File: src/rtl/pipelined_cla_adder.sv
// ============================================================================
// pipelined_cla_adder
// ----------------------------------------------------------------------------
// Purpose:
//   Parametrised, pipelined carry-lookahead adder/subtractor. The N-bit
//   operation is split into STAGES register-separated slices of W = N/STAGES
//   bits. Each slice is built from GROUP-bit lookahead groups that are chained
//   by group generate/propagate carries. Each slice hands its carry-out to the
//   next slice through a pipeline register. Results carry carry-out, signed
//   overflow and zero flags.
//
//   N must be a multiple of GROUP*STAGES. STAGES = 1 gives a single
//   registered full-width adder. Latency is STAGES registers, and a new beat
//   can be accepted every cycle.
//
// Optional feature:
//   `define PIPELINED_CLA_SATURATE_EN  -> on signed overflow, out_sum is
//   clamped to the most positive or most negative value. The clamp direction
//   follows the sign of A. out_of and out_cout are reported unchanged.
//   When the macro is undefined, out_sum is the wrapped N-bit result.
//
// Ports:
//   clk        in   1  clock, all state changes on the rising edge
//   rst        in   1  synchronous active-high reset
//   in_valid   in   1  operand beat valid
//   in_ready   out  1  block can accept a beat this cycle
//   in_a       in   N  operand A
//   in_b       in   N  operand B
//   in_cin     in   1  carry-in (add) / borrow-in (sub)
//   in_sub     in   1  0 = add, 1 = subtract
//   out_valid  out  1  result beat valid
//   out_ready  in   1  downstream accepts result
//   out_sum    out  N  result
//   out_cout   out  1  carry out of MSB (for sub, 1 = no borrow)
//   out_of     out  1  signed two's-complement overflow
//   out_zero   out  1  out_sum == 0
// ============================================================================
module pipelined_cla_adder #(
    parameter int N      = 32,
    parameter int GROUP  = 4,
    parameter int STAGES = 4
) (
    input  logic         clk,
    input  logic         rst,
    input  logic         in_valid,
    output logic         in_ready,
    input  logic [N-1:0] in_a,
    input  logic [N-1:0] in_b,
    input  logic         in_cin,
    input  logic         in_sub,
    output logic         out_valid,
    input  logic         out_ready,
    output logic [N-1:0] out_sum,
    output logic         out_cout,
    output logic         out_of,
    output logic         out_zero
);

    localparam int W   = N / STAGES;
    localparam int GPS = W / GROUP;

    // Lookahead carry into bit idx of one group.
    // It is written as the flat sum-of-products form:
    //   c[idx] = OR_j<idx ( g[j] & p[j+1..idx-1] ) | ( cin & p[0..idx-1] )
    // This keeps each carry two logic levels deep instead of rippling.
    // idx == GROUP with cin = 0 gives the group generate term.
    function automatic logic la_carry(
        input logic [GROUP-1:0] p,
        input logic [GROUP-1:0] g,
        input logic             cin,
        input int               idx
    );
        logic c;
        logic t;
        c = 1'b0;
        for (int j = 0; j < GROUP; j++) begin
            if (j < idx) begin
                t = g[j];
                for (int m = 0; m < GROUP; m++) begin
                    if (m > j && m < idx) begin
                        t = t & p[m];
                    end
                end
                c = c | t;
            end
        end
        t = cin;
        for (int m = 0; m < GROUP; m++) begin
            if (m < idx) begin
                t = t & p[m];
            end
        end
        return c | t;
    endfunction

    // One W-bit slice made of GPS lookahead groups.
    // The carry between groups comes from the group terms G | (P & c).
    // It does not come from the last bit's carry, so the group sums
    // never wait on a bit-level ripple.
    // The result is returned as {carry_out, sum}.
    function automatic logic [W:0] cla_slice(
        input logic [W-1:0] a,
        input logic [W-1:0] b,
        input logic         cin
    );
        logic [W-1:0]     s;
        logic [GROUP-1:0] p;
        logic [GROUP-1:0] g;
        logic             c;
        s = '0;
        c = cin;
        for (int gi = 0; gi < GPS; gi++) begin
            p = a[gi*GROUP +: GROUP] ^ b[gi*GROUP +: GROUP];
            g = a[gi*GROUP +: GROUP] & b[gi*GROUP +: GROUP];
            for (int i = 0; i < GROUP; i++) begin
                s[gi*GROUP + i] = p[i] ^ la_carry(p, g, c, i);
            end
            c = la_carry(p, g, 1'b0, GROUP) | ((&p) & c);
        end
        return {c, s};
    endfunction

    // Global advance: the whole pipeline moves together.
    // It moves whenever the output slot is empty or is being drained.
    logic adv;
    assign adv      = !out_valid || out_ready;
    assign in_ready = adv;

    // Inter-slice links. Element k is what slice k consumes.
    // Element 0 comes straight from the input port. Element k > 0 is the
    // register written by slice k-1.
    //
    // Operand A and the finished sum bits share one N-bit word that rotates
    // right by W per slice. The low W bits are always the next A bits to
    // consume. Each slice's W sum bits enter at the top. After the last
    // slice, the word holds the complete sum in natural order.
    //
    // Effective B shifts the same way, with zeros filling in from the top.
    logic [N-1:0] link_a [STAGES];
    logic [N-1:0] link_b [STAGES];
    logic         link_c [STAGES];
    logic         link_v [STAGES];

    // Subtraction is folded in here. B is inverted and the carry-in becomes
    // ~borrow, so every slice downstream is a plain adder.
    assign link_a[0] = in_a;
    assign link_b[0] = in_sub ? ~in_b : in_b;
    assign link_c[0] = in_sub ? ~in_cin : in_cin;
    assign link_v[0] = in_valid;

    for (genvar k = 0; k < STAGES; k++) begin : g_slice

        logic [W-1:0] slice_sum;
        logic         slice_cout;

        assign {slice_cout, slice_sum} = cla_slice(link_a[k][W-1:0], link_b[k][W-1:0], link_c[k]);

        if (k < STAGES - 1) begin : g_mid

            logic [N-1:0] a_q;
            logic [N-1:0] b_q;
            logic         c_q;
            logic         v_q;

            // Slice register.
            // The rotation drops the consumed A/B bits and parks this
            // slice's sum bits at the top of the word. The valid bit travels
            // with the data, so bubbles stay in place rather than collapsing.
            // Nothing moves while the output is stalled.
            always_ff @(posedge clk) begin
                if (rst) begin
                    v_q <= 1'b0;
                    a_q <= '0;
                    b_q <= '0;
                    c_q <= 1'b0;
                end else if (adv) begin
                    v_q <= link_v[k];
                    a_q <= N'({slice_sum, link_a[k]} >> W);
                    b_q <= N'({{W{1'b0}}, link_b[k]} >> W);
                    c_q <= slice_cout;
                end
            end

            assign link_a[k+1] = a_q;
            assign link_b[k+1] = b_q;
            assign link_c[k+1] = c_q;
            assign link_v[k+1] = v_q;

        end else begin : g_last

            logic [N-1:0] wrap_sum;
            logic [N-1:0] final_sum;
            logic         a_msb;
            logic         b_msb;
            logic         ovf;

            logic [N-1:0] sum_q;
            logic         cout_q;
            logic         of_q;
            logic         zero_q;
            logic         v_q;

            // The low W bits of the link words are still the top slice of
            // A and effective B. Their MSBs are the operand sign bits used
            // for overflow detection.
            assign wrap_sum = N'({slice_sum, link_a[k]} >> W);
            assign a_msb    = link_a[k][W-1];
            assign b_msb    = link_b[k][W-1];
            assign ovf      = (a_msb == b_msb) && (slice_sum[W-1] != a_msb);

`ifdef PIPELINED_CLA_SATURATE_EN
            // On overflow the true result lies beyond the side A's sign
            // points to. Clamp to that extreme.
            assign final_sum = ovf ? (a_msb ? {1'b1, {(N-1){1'b0}}}
                                            : {1'b0, {(N-1){1'b1}}})
                                   : wrap_sum;
`else
            assign final_sum = wrap_sum;
`endif

            // Output register.
            // The zero flag is taken from the value actually presented, so
            // it agrees with out_sum even when the sum is clamped.
            // The register holds while out_valid && !out_ready.
            always_ff @(posedge clk) begin
                if (rst) begin
                    v_q    <= 1'b0;
                    sum_q  <= '0;
                    cout_q <= 1'b0;
                    of_q   <= 1'b0;
                    zero_q <= 1'b0;
                end else if (adv) begin
                    v_q    <= link_v[k];
                    sum_q  <= final_sum;
                    cout_q <= slice_cout;
                    of_q   <= ovf;
                    zero_q <= (final_sum == '0);
                end
            end

            assign out_valid = v_q;
            assign out_sum   = sum_q;
            assign out_cout  = cout_q;
            assign out_of    = of_q;
            assign out_zero  = zero_q;

        end
    end

endmodule

File: config.mk
export PLATFORM = sky130hd
export DESIGN_NAME = pipelined_cla_adder
export DESIGN_NICKNAME = d
export VERILOG_FILES = /design/src/rtl/pipelined_cla_adder.sv
export SDC_FILE = /design/constraint.sdc
export NUM_CORES = 1
export LEC_CHECK = 0
export CORE_MARGIN = 2
export CORE_UTILIZATION = 45
export DETAILED_ROUTE_END_ITERATION = 7
export GPL_TIMING_DRIVEN = 0
export PLACE_DENSITY = 0.75
export SYNTH_ARGS = -nofsm -noshare
export SYNTH_HDL_FRONTEND = slang
export SYNTH_SLANG_ARGS = --single-unit
File: constraint.sdc
create_clock -name clk -period 5.15 [get_ports clk]
set_clock_uncertainty 0.2 [all_clocks]
set_input_delay 1.03 -clock clk [delete_from_list [all_inputs] [get_ports clk]]
set_output_delay 1.03 -clock clk [all_outputs]
set_load 0.005 [all_outputs]
==> results_tabular.tex <==
\begin{tabular}{lr}
\hline
Metric & Value \\
\hline
\multicolumn{2}{l}{\textbf{Status}} \\
Result of the run & finished clean \\
\multicolumn{2}{l}{\textbf{Power}} \\
PD cells & 333.3 mW/mm2 \\
Register share of total power & 0.480 \\
Worst VDD drop & 354.7 uV \\
Leak & 4.019 nW \\
Sw Pwr & 0.0008466 W \\
Net Sw Frac & 0.2539 \\
Clock share of power & 0.397 \\
Internal power & 0.002487 W \\
Part of the power in combinational logic & 0.123 \\
\multicolumn{2}{l}{\textbf{Final layout}} \\
Commonest cells after routing, fill and taps aside & nand2\_1 (286), dfxtp\_1 (186), a21oi\_1 (149) \\
Ratio of cells with drive above 1 in the final layout & 0.05766 \\
Fill cells & 1652 \\
Antenna diode count & 0 \\
Leading cell type in the layout, fill and taps excluded & nand2\_1 \\
Total Nets Final & 1215 \\
Growth of design area from synthesis to finish & 23.77\% \\
Non-filler instance count after layout & 1339 \\
Post-route design area & 0.01000 mm2 \\
\multicolumn{2}{l}{\textbf{Timing}} \\
Worst slew pin tran & 0.6697 ns \\
Setup repair after global routing missed its margin & false \\
Final setup violation count & 0 \\
Time the final worst path needs with I/O delays and setup & 4.443 ns \\
Post-route clock period utilization & 0.8626 \\
Maximum achievable frequency & 0.2251 GHz \\
Setup TNS & 0 ns \\
Final setup margin & 0.7075 ns \\
Count of pins over their slew limit & 0 \\
Max-Slew Margin vs Limit & 0.5535 \\
Final Hold Vio Count & 0 \\
\multicolumn{2}{l}{\textbf{CTS}} \\
H-tree levels & 4 \\
Clock tree from TritonCTS & yes \\
Clock sink total & 186 \\
Cts hold-fix bufs & 0 \\
CTS root buf & clkbuf\_16 \\
Maximum buffer depth of the clock tree & 2 \\
Post CTS Setup Buffer Count & 0 \\
TritonCTS Buffers & 17 \\
Clock network latency to the later pin of the worst-skew pair & 0.43 ns \\
Clock-pin slew of the registers on the worst-case setup and hold paths & 0.07 ns \\
Number of gates resized after cts & 0 \\
\multicolumn{2}{l}{\textbf{Synth}} \\
Count of state elements after synthesis & 186 \\
Post-Synth XOR/XNOR Area & 0.05962 \\
Adder-Cell Fraction of Synth Area & 0.08176 \\
Number of enable flip-flop cells after synthesis & 0 \\
Mean instance size in the synthesized netlist & 8.296 um2 \\
Main synth FF type & dfxtp\_1 \\
Syn Inst Count & 974 \\
Cell type with the highest aggregate area in the netlist & dfxtp\_1 \\
Dominant combinational cell family by area after synthesis & simple AND/OR/NAND/NOR gates \\
Seq/Total Area, Yosys & 0.4608 \\
Multiplexer area fraction after synthesis & 0 \\
Area share of and/or/nand/nor cells after synthesis & 0.1880 \\
Share of async-settable or async-resettable flops after synthesis & 0 \\
Complex-gate fraction of the synthesized area & 0.1654 \\
Net count after synthesis & 1092 \\
Synth unique cells & 38 \\
Summed instance area of the synthesized netlist & 0.008080 mm2 \\
Fraction of synthesized cell area taken by the top area cell type & 0.4608 \\
Count of synthesis-stage warnings from yosys & 0 \\
Cell types occupying the most area after synthesis & dfxtp\_1 (46\%), nand2\_1 (13\%), a21oi\_1 (9.2\%) \\
\multicolumn{2}{l}{\textbf{Detailed routing}} \\
Pre-antenna DRT Iters & 5 \\
Average wire per cell in the routed design & 15.97 um \\
Number of DRC markers after the initial detailed-route iteration & 440 \\
Number of remaining DRC errors & 0 \\
Vias per cell & 5.239 \\
Vias after detailed routing & 7015 \\
Antenna viol nets, final & 0 \\
Total Routed Length & 21380 um \\
\multicolumn{2}{l}{\textbf{Worst setup path}} \\
Worst setup SP type & input pin \\
Largest fanout of any net on the critical path & 10 \\
Crit. End Element & primary output \\
Kind of critical path & in2out \\
CP Data Required Time & 3.92 ns \\
R2R depth & 10 \\
CP Data Arrival Time & 3.21 ns \\
\multicolumn{2}{l}{\textbf{Placement}} \\
Placed cell area & 0.009408 mm2 \\
Cell count after placement & 1307 \\
Detailed placement HPWL & 15740 um \\
I/O Buffers & 104 \\
Pre-CTS worst setup slack & 0.7216 ns \\
Last weighted congestion value of the routability-driven placer & 0.8674 \\
\multicolumn{2}{l}{\textbf{Min path}} \\
Hold path depth & 2 \\
Class of the tightest hold or removal check & reg2reg \\
\multicolumn{2}{l}{\textbf{Floorplan}} \\
Core Footprint & 0.01778 mm2 \\
Die extent in y & 138 um \\
Die X & 138 um \\
Die outline area & 0.01904 mm2 \\
Initial standard-cell utilization of the core & 0.4545 \\
Cell Rows & 49 \\
Number of ports placed on the die boundary & 107 \\
\multicolumn{2}{l}{\textbf{Global route}} \\
Total grt overflow & 0 \\
First-pass GRT wire length & 34560 um \\
Largest net degree at the start of global routing & 17 \\
Vias in the first global route & 6893 \\
Initial antenna violation count & 0 \\
Gr usage total & 0.2261 \\
\multicolumn{2}{l}{\textbf{Run}} \\
Max-capacitance violation count & 0 \\
\hline
\end{tabular}
## registers in the layout (all words and copies together) (netlist names)
name	cells
out_zero	1
out_cout	1
out_of	1
out_sum	32
g_slice.g_mid.b_q	48
g_slice.g_mid.a_q	96
g_slice.g_mid.v_q	3
out_valid	1
g_slice.g_mid.c_q	3
## cell usage after synthesis, types with 14 or more instances
master	number
clkbuf_1	40
a21oi_1	149
ha_1	40
xor2_1	20
nor2_1	41
xnor2_1	35
o21ai_0	15
inv_1	17
dfxtp_1	186
buf_2	24
a21o_1	14
nand2_1	286
a211oi_1	34
## stage by stage
step	utilization	total power [W]	hold slack [ns]
finish	0.5625	0.003334	0.2509
floorplan	-	0.001866	0.2321
global route	0.5625	0.003460	0.2684
detailed placement	0.5291	0.002035	0.2434
global placement	0.5291	0.002023	0.2384
CTS	0.5625	0.003340	0.2530
## power groups by stage
stage | Sequential, W | Clock [W] | Combinational (W)
6_report | 0.00160 | 0.00132 | 0.000411
2_1_floorplan | 0.00161 | 0 | 0.000254
3_3_place_gp | 0.00163 | 0 | 0.000396
4_1_cts | 0.00160 | 0.00133 | 0.000410
5_1_grt | 0.00161 | 0.00139 | 0.000457
3_5_place_dp | 0.00163 | 0 | 0.000405
## worst paths after layout
kind	startpoint	slack, ns	to
worst max-delay path	out_ready	0.71	in_ready
worst min register to register	out_sum[5]$_SDFFE_PP0P_	0.25	out_sum[5]$_SDFFE_PP0P_
worst min-delay path	out_sum[5]$_SDFFE_PP0P_	0.25	out_sum[5]$_SDFFE_PP0P_
worst max register to register	g_slice[2].g_mid.a_q[0]$_SDFFE_PP0P_	1.92	out_zero$_SDFFE_PP0P_
## cell families (layout without fill, tap and decap cells)
kind of cell | count (synthesis) | in the layout
compound gates | 232 | 232
xor+xnor | 55 | 55
fa+ha+maj | 48 | 48
buf+inv | 83 | 219
flops | 186 | 186
simple gates | 370 | 370
## worst max-delay path, stage by stage
cell             delay, ns
clkdlybuf4s50_1       0.46
nor2b_1               0.05
clkbuf_8              0.18
inv_1                 0.08
buf_2                 0.25
buf_2                 0.30
buf_2                 0.30
clkdlybuf4s50_1       0.55
## routing by layer
metal	routed length, um	vias to the layer above	GRT usage
met5	0	-	0
li1	-	3488	-
met4	547	0	0.08110
met1	9581	3261	0.2942
met2	9967	232	0.3778
met3	1281	34	0.04191
## layout make-up
class                      count  area, um2  share of cell area
timing repair buffer         104       1041              0.1041
tap                          229      286.5             0.02865
buffer                        66      295.3             0.02953
clock buffer                  20      456.7             0.04567
multi-input combinational    705       3998              0.3997
inverter                      17      63.81            0.006381
clock inverter                12      136.4             0.01364
sequential                   186       3724              0.3723
Power figures use the tool's default switching activity.
